==> config.mk <==
export PLATFORM = sky130hd
export DESIGN_NAME = fetch_unit
export DESIGN_NICKNAME = d
export VERILOG_FILES = /design/src/rtl/fetch_unit.sv
export SDC_FILE = /design/constraint.sdc
export NUM_CORES = 1
export LEC_CHECK = 0
export BUFFER_PORTS_ARGS = -buffer_cell sky130_fd_sc_hd__buf_2
export CORE_MARGIN = 2
export CORE_UTILIZATION = 55
export CTS_CLUSTER_SIZE = 20
export DETAILED_ROUTE_END_ITERATION = 16
export PLACE_DENSITY_LB_ADDON = 0.2
export SYNTH_ARGS = -nofsm -noshare
export SYNTH_HDL_FRONTEND = slang
export SYNTH_SLANG_ARGS = --single-unit
==> constraint.sdc <==
create_clock -name clk_i -period 15.75 [get_ports clk_i]
set_input_delay 1.575 -clock clk_i [delete_from_list [all_inputs] [get_ports clk_i]]
set_output_delay 1.575 -clock clk_i [all_outputs]
set_load 0.02 [all_outputs]
==> src/rtl/fetch_unit.sv <==
// -----------------------------------------------------------------------------
// fetch_unit
//   Instruction fetch front end. It issues word-aligned read requests to the
//   instruction memory, pairs each returned word with the PC it was fetched
//   from, and presents the result to decode through a small instruction FIFO.
//   When a redirect arrives, the FIFO is flushed and responses that are still
//   in flight are discarded.
//
//   Build option:
//     FETCH_BYPASS_EN - when this is defined, a response that arrives while the
//                       FIFO is empty is shown on inst_* in the same cycle.
//                       If decode takes it that cycle, it is never written
//                       into the FIFO.
//
// Parameters
//   ResetPc  first fetch address after reset
//   Depth    instruction buffer entries (power of two, >= 2)
//
// Ports
//   clk_i, rst_i          clock and synchronous active-high reset
//   instmem_*             read-request / response interface to instruction memory
//   redirect_i/_pc_i      flush and restart fetch at a new address
//   inst_valid_o/ready_i  valid/ready handshake towards decode
//   inst_pc_o/data_o      PC and word of the presented instruction
// -----------------------------------------------------------------------------
module fetch_unit #(
  parameter logic [31:0] ResetPc = 32'h0000_0000,
  parameter int unsigned Depth   = 2
) (
  input  logic        clk_i,
  input  logic        rst_i,
  input  logic        instmem_ready_i,
  output logic        instmem_valid_o,
  output logic [31:0] instmem_addr_o,
  output logic [31:0] instmem_wdata_o,
  output logic [3:0]  instmem_wmask_o,
  input  logic [31:0] instmem_rdata_i,
  input  logic        instmem_rvalid_i,
  input  logic        redirect_i,
  input  logic [31:0] redirect_pc_i,
  output logic        inst_valid_o,
  input  logic        inst_ready_i,
  output logic [31:0] inst_pc_o,
  output logic [31:0] inst_data_o
);

  localparam int PtrW = (Depth > 1) ? $clog2(Depth) : 1;
  localparam int CntW = $clog2(Depth + 1);

  typedef logic [PtrW-1:0] ptr_t;
  typedef logic [CntW-1:0] cnt_t;
  typedef logic [CntW+1:0] sum_t;

  logic [31:0] fetch_pc;

  // PCs of live requests. Requests that were cancelled by a redirect are not
  // kept here. They are tracked only by disc_cnt.
  logic [31:0] infl_pc [Depth];
  ptr_t        infl_wr, infl_rd;
  cnt_t        infl_cnt;
  cnt_t        disc_cnt;

  logic [31:0] fifo_pc   [Depth];
  logic [31:0] fifo_data [Depth];
  ptr_t        fifo_wr, fifo_rd;
  cnt_t        fifo_cnt;

  sum_t        occupancy;
  logic        issue;
  logic        resp_any;
  logic        resp_drop;
  logic        resp_keep;
  logic [31:0] resp_pc;
  logic        fifo_empty;
  logic        bypass;
  logic        consume;
  logic        pop;
  logic        push;
  logic        unused_bits;

  assign unused_bits = ^redirect_pc_i[1:0];

  // Every outstanding request (live or discarded) holds one buffer slot.
  // A response can therefore always be written into the FIFO.
  assign occupancy       = sum_t'(infl_cnt) + sum_t'(disc_cnt) + sum_t'(fifo_cnt);
  assign instmem_valid_o = !rst_i && (occupancy < sum_t'(Depth));
  assign instmem_addr_o  = fetch_pc;
  assign instmem_wdata_o = 32'h0;
  assign instmem_wmask_o = 4'h0;
  assign issue           = instmem_valid_o && instmem_ready_i;

  // A response when nothing is outstanding is treated as stale and ignored.
  assign resp_any  = instmem_rvalid_i && ((infl_cnt != '0) || (disc_cnt != '0));
  assign resp_drop = instmem_rvalid_i && (disc_cnt != '0);
  assign resp_keep = instmem_rvalid_i && (disc_cnt == '0) && (infl_cnt != '0);
  assign resp_pc   = infl_pc[infl_rd];

  assign fifo_empty = (fifo_cnt == '0);

`ifdef FETCH_BYPASS_EN
  assign bypass = resp_keep && fifo_empty && !redirect_i;
`else
  assign bypass = 1'b0;
`endif

  assign inst_valid_o = !fifo_empty || bypass;
  assign inst_pc_o    = fifo_empty ? resp_pc         : fifo_pc[fifo_rd];
  assign inst_data_o  = fifo_empty ? instmem_rdata_i : fifo_data[fifo_rd];

  // A redirect flushes everything, so decode's ready is ignored in that cycle.
  assign consume = inst_valid_o && inst_ready_i && !redirect_i;
  assign pop     = consume && !fifo_empty;
  assign push    = resp_keep && !(bypass && consume);

  always_ff @(posedge clk_i) begin
    if (rst_i) begin
      fetch_pc <= {ResetPc[31:2], 2'b00};
      infl_wr  <= '0;
      infl_rd  <= '0;
      infl_cnt <= '0;
      disc_cnt <= '0;
      fifo_wr  <= '0;
      fifo_rd  <= '0;
      fifo_cnt <= '0;
    end else if (redirect_i) begin
      fetch_pc <= {redirect_pc_i[31:2], 2'b00};
      infl_wr  <= '0;
      infl_rd  <= '0;
      infl_cnt <= '0;
      // Everything still outstanding after this edge belongs to the old path.
      disc_cnt <= disc_cnt + infl_cnt + cnt_t'(issue) - cnt_t'(resp_any);
      fifo_wr  <= '0;
      fifo_rd  <= '0;
      fifo_cnt <= '0;
    end else begin
      if (issue) begin
        fetch_pc <= fetch_pc + 32'd4;
        infl_wr  <= infl_wr + ptr_t'(1);
      end
      if (resp_keep) begin
        infl_rd <= infl_rd + ptr_t'(1);
      end
      infl_cnt <= infl_cnt + cnt_t'(issue) - cnt_t'(resp_keep);
      if (resp_drop) begin
        disc_cnt <= disc_cnt - cnt_t'(1);
      end
      if (push) begin
        fifo_wr <= fifo_wr + ptr_t'(1);
      end
      if (pop) begin
        fifo_rd <= fifo_rd + ptr_t'(1);
      end
      fifo_cnt <= fifo_cnt + cnt_t'(push) - cnt_t'(pop);
    end
  end

  // Storage arrays need no reset. Their contents are only read through the
  // counters, which are reset.
  always_ff @(posedge clk_i) begin
    if (!rst_i && !redirect_i && issue) begin
      infl_pc[infl_wr] <= fetch_pc;
    end
    if (!rst_i && !redirect_i && push) begin
      fifo_pc[fifo_wr]   <= resp_pc;
      fifo_data[fifo_wr] <= instmem_rdata_i;
    end
  end

endmodule
; ---- Yosys cells after proc, flatten, opt, wreduce, memory -nomap -nowiden
; Memories as Yosys holds them, arrays and structs flattened. A register that Yosys moved wholly into a read port is not among the register bits.
; Cells that the tools add are included.
[op_classes]
muxes = 16
order_cmp = 1
add_sub_neg = 15
n_reduce_logical = 23
[op_table]
columns = op, count
row1 = $mux W32, 4
row2 = $add A32 B3 Y32 const B, 1
row3 = $logic_and A1 B1 Y1, 12
row4 = $mux W1, 10
row5 = $reduce_bool A2 Y1, 4
row6 = $add A2 B1 Y2, 3
row7 = $sub A2 B1 Y2, 3
row8 = $add A1 B1 Y1 const B, 4
row9 = $add A3 B2 Y4, 1
row10 = $logic_not A2 Y1, 2
row11 = $lt A4 B2 Y1 const B, 1
row12 = $mux W2, 2
row13 = $add A2 B2 Y3, 1
row14 = $logic_not A1 Y1, 3
row15 = $add A2 B2 Y2, 1
row16 = $reduce_or A2 Y1, 1
row17 = $sub A2 B1 Y2 const B, 1
row18 = $logic_or A1 B1 Y1, 1
[word_totals]
inputBits = 70
ramBits = 192
mem_count = 3
register_bits = 42
wordCells = 67
out_inout_bits = 134
[mem_list]
columns = name, words, width, rd, rd_ports_with_merged_regs, write_ports, line
row1 = fifo_data, 2, 32, 1, 1, 1, 64  ; logic [31:0] fifo_data [Depth];
row2 = fifo_pc, 2, 32, 1, 1, 1, 63  ; logic [31:0] fifo_pc [Depth];
row3 = infl_pc, 2, 32, 1, 1, 1, 58  ; logic [31:0] infl_pc [Depth];

; ---- Logic depth before layout (Yosys ltp)
; Gate-level depths: netlist (run 1).
[logic_depth]
word_depth = 8
depth_mapped = 14
depth_no_buf = 13

; ---- Worst setup path before layout (run 1)
; No wires, ideal clock.
[synth_timing]
path_type = input-to-reg
from = in rst_i
to = mem fifo_data[0][0], enable pin
required_ns = 15.192
n_path_buf = 2
path_stages = 4
slack_ns = 8.800
arrival_ns = 6.392
setup_ns = 0.558
path_cell_list = buf_6 -> or2_2 -> clkbuf_1 -> nor3_1
[synth_between]
elab_chain_len = 5
[synth_lines]
columns = item, line
row1 = from (decl), 31  ; input logic rst_i,
row2 = $logic_not A1 Y1, 163  ; if (!rst_i && !redirect_i && push) begin
row3 = $logic_and A1 B1 Y1 (2 in series), 163
row4 = $mux W1, 163
row5 = $mux W1 (implied by the code), 165  ; fifo_data[fifo_wr] <= instmem_rdata_i;
row6 = to (decl), 64
; Every way passes these cells.

; ---- Worst setup path after layout (run 1)
[layout_timing]
from = in rst_i
to = out instmem_valid_o
[layout_between]
elab_chain_len = 2
[layout_lines]
columns = item, line
row1 = $logic_not A1 Y1, 86  ; assign instmem_valid_o = !rst_i && (occupancy < sum_t'(Depth));
row2 = $logic_and A1 B1 Y1, 86
row3 = to (decl), 33  ; output logic instmem_valid_o,
; Every way passes these cells.

==> impl_summary.txt, run 1 <==
----------------------------------------------------
[Cells and area]
  # nets final ... between 900 and 1000
  Filler instances ... 1323
  Commonest cells after routing, fill and taps aside ... edfxtp_1, buf_2, nand2_1
  Non-filler instance count after layout ... 1145
  Antenna Diode Count ... 0
  Sequential Area ... ~0.0064 sq mm
  Proportion of layout cells with a drive suffix above 1 ... ~27%
  Layout area overhead ... 16.95%
  Footprint of the multi-input gates ... between 0.003 and 0.004 sq mm
  Most common cell after layout, fill and taps aside ... edfxtp_1

[Place]
  Instance count after placement with tap cells included ... between 1000 and 1500
  Detail Placement HPWL ... roughly 13000 um
  Setup slack at placement ... 11000 ps
  Buffers added on ports ... around 160
  Final RePlAce weighted congestion ... 0.8243

[Setup path]
  Setup CP Type ... in2out
  Crit path launch type ... primary input
  Endpoint of the most critical register-to-register path ... infl_pc[0][14]
  Worst R2R Setup Slack ... around 12000 ps
  Worst reg-to-reg path cell count ... 11
  Arrival time of data at the critical path endpoint ... ~2900 ps
  Origin of the critical flop-to-flop path ... infl_cnt[1]
  Maximum fanout encountered on the critical timing path ... 35
  WP data required ... roughly 14000 ps
  Launch point of the critical path ... rst_i
  Timing endpoint of the critical path ... instmem_valid_o
  Category of the worst setup path capture point ... primary output

[CTS]
  Root Buffer Master ... clkbuf_16
  Post-cts hold buffer count ... 0
  Number of sinks handled by clock tree synthesis ... between 200 and 250
  Number of setup buffers added after CTS ... 0
  Maximum number of buffers from clock root to sink ... 3
  Gates resized, CTS repair ... 0
  Reg clk slew, reported paths ... 70 ps
  Clock Latency Late Sink ... about 500 ps
  H-tree depth reported by CTS ... 1
  Number of buffers created by CTS ... 22
  CTS tree ... yes

[Global route]
  Antenna violations before repair ... 0
  Total congestion overflow ... 0
  First-pass GRT wire length ... around 30000 um
  Gr usage total ... around 20%
  Number of global-route vias before repair ... 5952
  Maximum number of pins on one net before global-route repair ... around 120

[Timing]
  Hold violation total from the final report ... 0
  Ratio of final minimum period to clock period ... between 20% and 30%
  Total negative slack for setup checks ... 0 ps
  Final worst-path setup slack ... between 10000 and 15000 ps
  Hold Worst Slack ... between 500 and 600 ps
  Setup violations, final ... 0
  Setup repair after global routing missed its margin ... no
  Least-Margin Pin Slew ... roughly 1100 ps
  Max Slew Vio Count ... 0
  Max-Slew Margin vs Limit ... between 20% and 30%
  Max Clk Rate ... 0.2244 GHz
  Worst clock skew ... 12.34 ps
  Time the final worst path needs with I/O delays and setup ... approximately 4500 ps

[Synthesis]
  Count of distinct cell types in the synthesized netlist ... between 40 and 50
  Count of flip-flops with a built-in enable after synthesis ... roughly 180
  Cell area after technology mapping ... 0.009819 sq mm
  Proportion of synthesized flip-flops having asynchronous set or reset ... 0%
  Post-synthesis cell count ... ~750
  Avg Inst Size Synth ... between 10 and 15 sq um
  Area share of the largest cell type after synthesis ... between 50% and 60%
  Cell taking the most area after synthesis ... edfxtp_1
  Sequential element share of the synthesized area ... 64.83%
  Ranking of synthesized cells by area ... edfxtp_1, dfxtp_1, mux2i_1
  Leading register cell type out of synthesis ... edfxtp_1
  Flops & latches, synth ... ~230
  Total of warnings raised by yosys ... 0

[Route]
  Remaining antenna violation count after routing ... 0
  Average detailed-routed wire length per instance ... between 15 and 20 um
  Drt pass-1 iters ... 5
  Routed Wire Length ... 19900 um
  Detail-routed via count per cell ... ~5.4
  Total via count in the routed design ... 6161
  First-iteration detailed-routing DRC count ... ~340
  Drt drc ... 0

[Floorplan]
  Die Footprint ... approximately 0.019 sq mm
  Die extent in y ... approximately 140 um
  Core Footprint ... approximately 0.017 sq mm
  Ports placed on the boundary ... just over 200
  Die Span X ... approximately 140 um
  Effective utilization at floorplan ... 56.57%
  Site Rows ... between 40 and 50

[Run]
  Max capacitance violation total ... 0

[Power]
  Power Density ... ~120 mW/mm^2
  IR drop worst, VDD ... around 0.088 mV
  Leak Pwr ... about 4.4 nW

[Outcome]
  Result of the run ... completed

[Min path]
  Class of the worst hold path ... reg2reg

----------------------------------------------------
-- cell usage after synthesis, types with 2 or more instances --
master      n
a211oi_1   14
o22ai_1     5
a31oi_1     2
ha_1       10
buf_6       2
nor4_1      2
edfxtp_1  184
nand3_1    11
a21oi_1    10
and4_1      2
and2_1      9
clkbuf_1   33
mux2_2     30
xnor2_1    15
o21bai_1    3
nor3_1      3
mux2i_1    63
nand2_1    85
inv_1      15
nor2_1     40
dfxtp_1    42
a211oi_2    3
nand4_1    13
buf_4      40
and3_1      7
o21ai_0    62
fa_1        2
xor2_1     25
-- state kept, by name (all words and copies together) (netlist names), named ones only --
| name | count |
|---|---|
| disc_cnt | 2 |
| fifo_cnt | 2 |
| fifo_data | 64 |
| fifo_pc | 60 |
| fifo_rd | 1 |
| fifo_wr | 1 |
| infl_cnt | 2 |
| infl_pc | 60 |
| infl_rd | 1 |
| infl_wr | 1 |
| instmem_addr_o | 30 |
-- critical path, stage by stage --
cell	delay, ps
buf_2	330
or4b_4	660
inv_2	130
buf_2	170
-- how the worst min path moves through the flow --
| stage | startpoint | end | cells past startpoint |
|---|---|---|---|
| 6_report | infl_rd | flop | 2 |
| 5_1_grt | instmem_addr_o[13] | infl_pc[0][13] | 0 |
| 4_1_cts | fifo_rd | fifo_rd | 2 |
| 3_5_place_dp | fifo_rd | flop | 2 |
| 3_3_place_gp | fifo_rd | flop | 2 |
| 2_1_floorplan | infl_rd | flop | 2 |
-- where the power goes --
| group | internal, W | switching, W | total (W) |
|---|---|---|---|
| clock network | 0.000354 | 0.000215 | 0.000569 |
| logic | 0.0000575 | 0.000106 | 0.000164 |
| registers | 0.000662 | 0.0000157 | 0.000678 |
-- final cells by class --
type / count / area share (%)
flip-flops and latches: 226 / 55.47
multi-input cells: 469 / 27.03
repair buffers: 169 / 7.540
clock buffers: 26 / 5.197
well taps: 225 / 2.452
clock inverters: 14 / 1.787
inverters: 16 / 0.5230
-- cells by family (layout without fill, tap and decap cells) --
| group | count (synthesis) | count (layout) | share of synthesized area [%] |
|---|---|---|---|
| flip-flops | 226 | 226 | 64.83 |
| AND/OR/NAND/NOR | 181 | 181 | 8.690 |
| AO/OA/AOI/OAI | 103 | 103 | 6.116 |
| multiplexers | 93 | 93 | 9.862 |
| buffers and inverters | 92 | 225 | 5.211 |
| XOR/XNOR | 40 | 40 | 3.568 |
| adder cells (fa/ha/maj) | 12 | 12 | 1.682 |
| other | 1 | 40 | 0.03819 |
-- per-layer routing --
layer / GRT usage, % / part of all wire [%] / up-vias
met5: 0 / 0 / -
met4: 7.159 / 2.1 / 0
met2: 34.58 / 48 / 269
met1: 26.51 / 41 / 2914
met3: 3.753 / 8.7 / 34
li1: - / - / 2944
-- metrics by stage --
stage,power [W],util (%),area (sq um)
after global placement,0.0008430,61.54,10680
final,0.001411,66.16,11480
after detailed placement,0.0008517,61.54,10680
after global routing,0.001462,66.16,11480
after floorplan,0.0008073,-,9966
after CTS,0.001420,66.16,11480
Note: power is estimated with default switching activity, not from simulation.
==> run 2, diff against run 1 <==
- CORE_UTILIZATION: 55 -> 50
- clock period: 15.75 -> 3.8 ns (I/O delays scaled with it)
==> run 2 against run 1 <==
Compared with the run above:
- routed wire length shrank 0.86%
- non-clock buffer count grew 6
- combinational power grew to 4.0 times the previous value
- sequential power grew to 4.1 times the previous value
- critical path depth increased by 7
- final area is 0.81% higher
- setup slack worse by 11000 ps
- critical endpoint is now infl_pc[0][6]
- count of clock-buffer cells in the layout rose by 10
- hold slack worse by 430 ps
- highest routed layer unchanged
- total power grew to 4.1 times the previous value
==> impl_summary.txt, run 2 (synthesis gave the netlist of run 1 again) <==
----------------------------------------------------
[Outcome]
  Result of the run ... completed

[Power]
  Net Sw Frac ... roughly a quarter
  Combinational Power Share ... 11.6%
  IR drop worst, VDD ... around 0.24 mV
  Switching power summed over all nets ... ~0.0014 W
  Internal Power ... roughly 0.0044 W
  Fraction of power consumed by sequential logic ... about half
  Leak Pwr ... around 4.4 nW
  Fraction of power consumed by the clock network ... between 30% and 40%
  Power Density ... about 490 mW/mm^2
  Overall Power ... 0.005721 W

[CTS]
  Number of sinks handled by clock tree synthesis ... between 200 and 250
  Gates resized, CTS repair ... 0
  Number of setup buffers added after CTS ... 0
  Root Buffer Master ... clkbuf_16
  Clock Latency Late Sink ... about 500 ps
  Post-cts hold buffer count ... 0
  Maximum number of buffers from clock root to sink ... 3
  Reg clk slew, reported paths ... approximately 60 ps
  Number of buffers created by CTS ... 23
  CTS tree ... yes
  H-tree depth reported by CTS ... 1

[Timing]
  Max Slew Vio Count ... 0
  Ratio of final minimum period to clock period ... ~90%
  Least-Margin Pin Slew ... 860.1 ps
  Total negative slack for setup checks ... 0 ps
  Final worst-path setup slack ... a little under 400 ps
  Setup repair after global routing missed its margin ... no
  Max-Slew Margin vs Limit ... between 40 and 50%
  Time the final worst path needs with I/O delays and setup ... between 3000 and 4000 ps
  Setup violations, final ... 0
  Max Clk Rate ... 0.2932 GHz
  Worst clock skew ... 7.560 ps
  Hold violation total from the final report ... 0

[Setup path]
  Worst R2R Setup Slack ... 390 ps
  Crit path launch type ... flop
  Maximum fanout encountered on the critical timing path ... 30
  Setup CP Type ... reg2reg
  Arrival time of data at the critical path endpoint ... ~3600 ps
  Origin of the critical flop-to-flop path ... infl_cnt[1]
  Category of the worst setup path capture point ... flop
  WP data required ... 3990 ps
  Endpoint of the most critical register-to-register path ... infl_pc[0][6]
  Worst reg-to-reg path cell count ... 11

[Route]
  Drt drc ... 0
  Remaining antenna violation count after routing ... 0
  Total via count in the routed design ... between 5000 and 6000
  Routed Wire Length ... about 20000 um
  Detail-routed via count per cell ... between 4 and 5
  Drt pass-1 iters ... 5
  Average detailed-routed wire length per instance ... 16.55 um
  First-iteration detailed-routing DRC count ... 233

[Cells and area]
  Reg with most FFs ... fifo_data
  Layout area overhead ... 17.89%
  Largest register FFs ... 64
  Final instance area ... between 0.01 and 0.015 sq mm
  Commonest cells after routing, fill and taps aside ... edfxtp_1, buf_2, nand2_1
  Biggest regs ... fifo_data (64), fifo_pc (60), infl_pc (60)
  Proportion of layout cells with a drive suffix above 1 ... between 20 and 30%
  # nets final ... between 900 and 1000
  Footprint of the multi-input gates ... ~0.0031 sq mm
  Non-filler instance count after layout ... ~1200
  Sequential Area ... about 0.0064 sq mm
  Antenna Diode Count ... 0
  Filler instances ... ~1600
  Most common cell after layout, fill and taps aside ... edfxtp_1

[Floorplan]
  Effective utilization at floorplan ... approximately 51%
  Die Footprint ... ~0.021 sq mm
  Die Span X ... 144.1 um
  Ports placed on the boundary ... 204
  Die extent in y ... 144.1 um
  Site Rows ... 51
  Core Footprint ... between 0.015 and 0.02 sq mm

[Global route]
  Antenna violations before repair ... 0
  Maximum number of pins on one net before global-route repair ... a little over 80
  First-pass GRT wire length ... 29460 um
  Total congestion overflow ... 0
  Number of global-route vias before repair ... 5597
  Gr usage total ... about 18%

[Min path]
  Endpoint, Worst Hold ... fifo_data[0][26]
  Min-Delay Path Depth ... 1
  Class of the worst hold path ... in2reg
  Startpoint of the tightest hold check path ... instmem_rdata_i[26]

[Run]
  Max capacitance violation total ... 0

[Place]
  Buffers added on ports ... between 150 and 200
  Setup slack at placement ... 390.4 ps
  Instance count after placement with tap cells included ... ~1200
  Final RePlAce weighted congestion ... ~0.83
  Standard cell area after detailed placement ... roughly 0.011 sq mm
  Detail Placement HPWL ... approximately 13000 um

----------------------------------------------------
[run 2: metrics by stage]
stage                     utilization (%)  hold WS (ps)
after global placement              55.71         482.2
after CTS                           59.67         61.09
after floorplan                         -         472.5
final                               59.67         90.79
after global routing                59.67         74.14
after detailed placement            55.71         489.0
[run 2: worst max path at each step]
stage           startpoint        endpoint
3_3_place_gp   infl_cnt[1]  infl_pc[0][16]
2_1_floorplan  infl_cnt[1]  infl_pc[0][10]
5_1_grt        infl_cnt[1]   infl_pc[0][6]
4_1_cts        infl_cnt[1]  infl_pc[0][19]
6_report       infl_cnt[1]   infl_pc[0][6]
3_5_place_dp   infl_cnt[1]  infl_pc[0][14]
[run 2: cell type report]
type,count,area share (%)
sequential,226,55.03
multi-input combinational,469,26.87
timing repair buffer,175,8.085
clock buffer,36,5.999
tap,265,2.864
clock inverter,5,0.6377
inverter,16,0.5188
[run 2: worst max-delay path: stages, from the launching register on]
cell,delay [ps]
dfxtp_1,370
inv_1,110
fa_1,530
inv_1,40
ha_1,280
or4b_4,620
inv_2,120
nand2_1,200
inv_1,240
nand2_1,180
nor2_2,170
buf_12,210
[run 2: power groups by stage]
stage | logic, W | clock network [W] | registers (W)
detailed placement | 0.000663 | 0 | 0.00286
floorplan | 0.000479 | 0 | 0.00287
global placement | 0.000659 | 0 | 0.00286
global route | 0.000738 | 0.00240 | 0.00282
finish | 0.000664 | 0.00225 | 0.00281
CTS | 0.000669 | 0.00230 | 0.00281
[run 2: routing by layer]
layer / wire length, um / vias up / GRT usage [%]
li1: - / 2973 / -
met1: 8707 / 2787 / 23.74
met2: 9546 / 173 / 31.95
met3: 1191 / 21 / 3.311
met4: 282 / 0 / 4.650
met5: 0 / - / 0
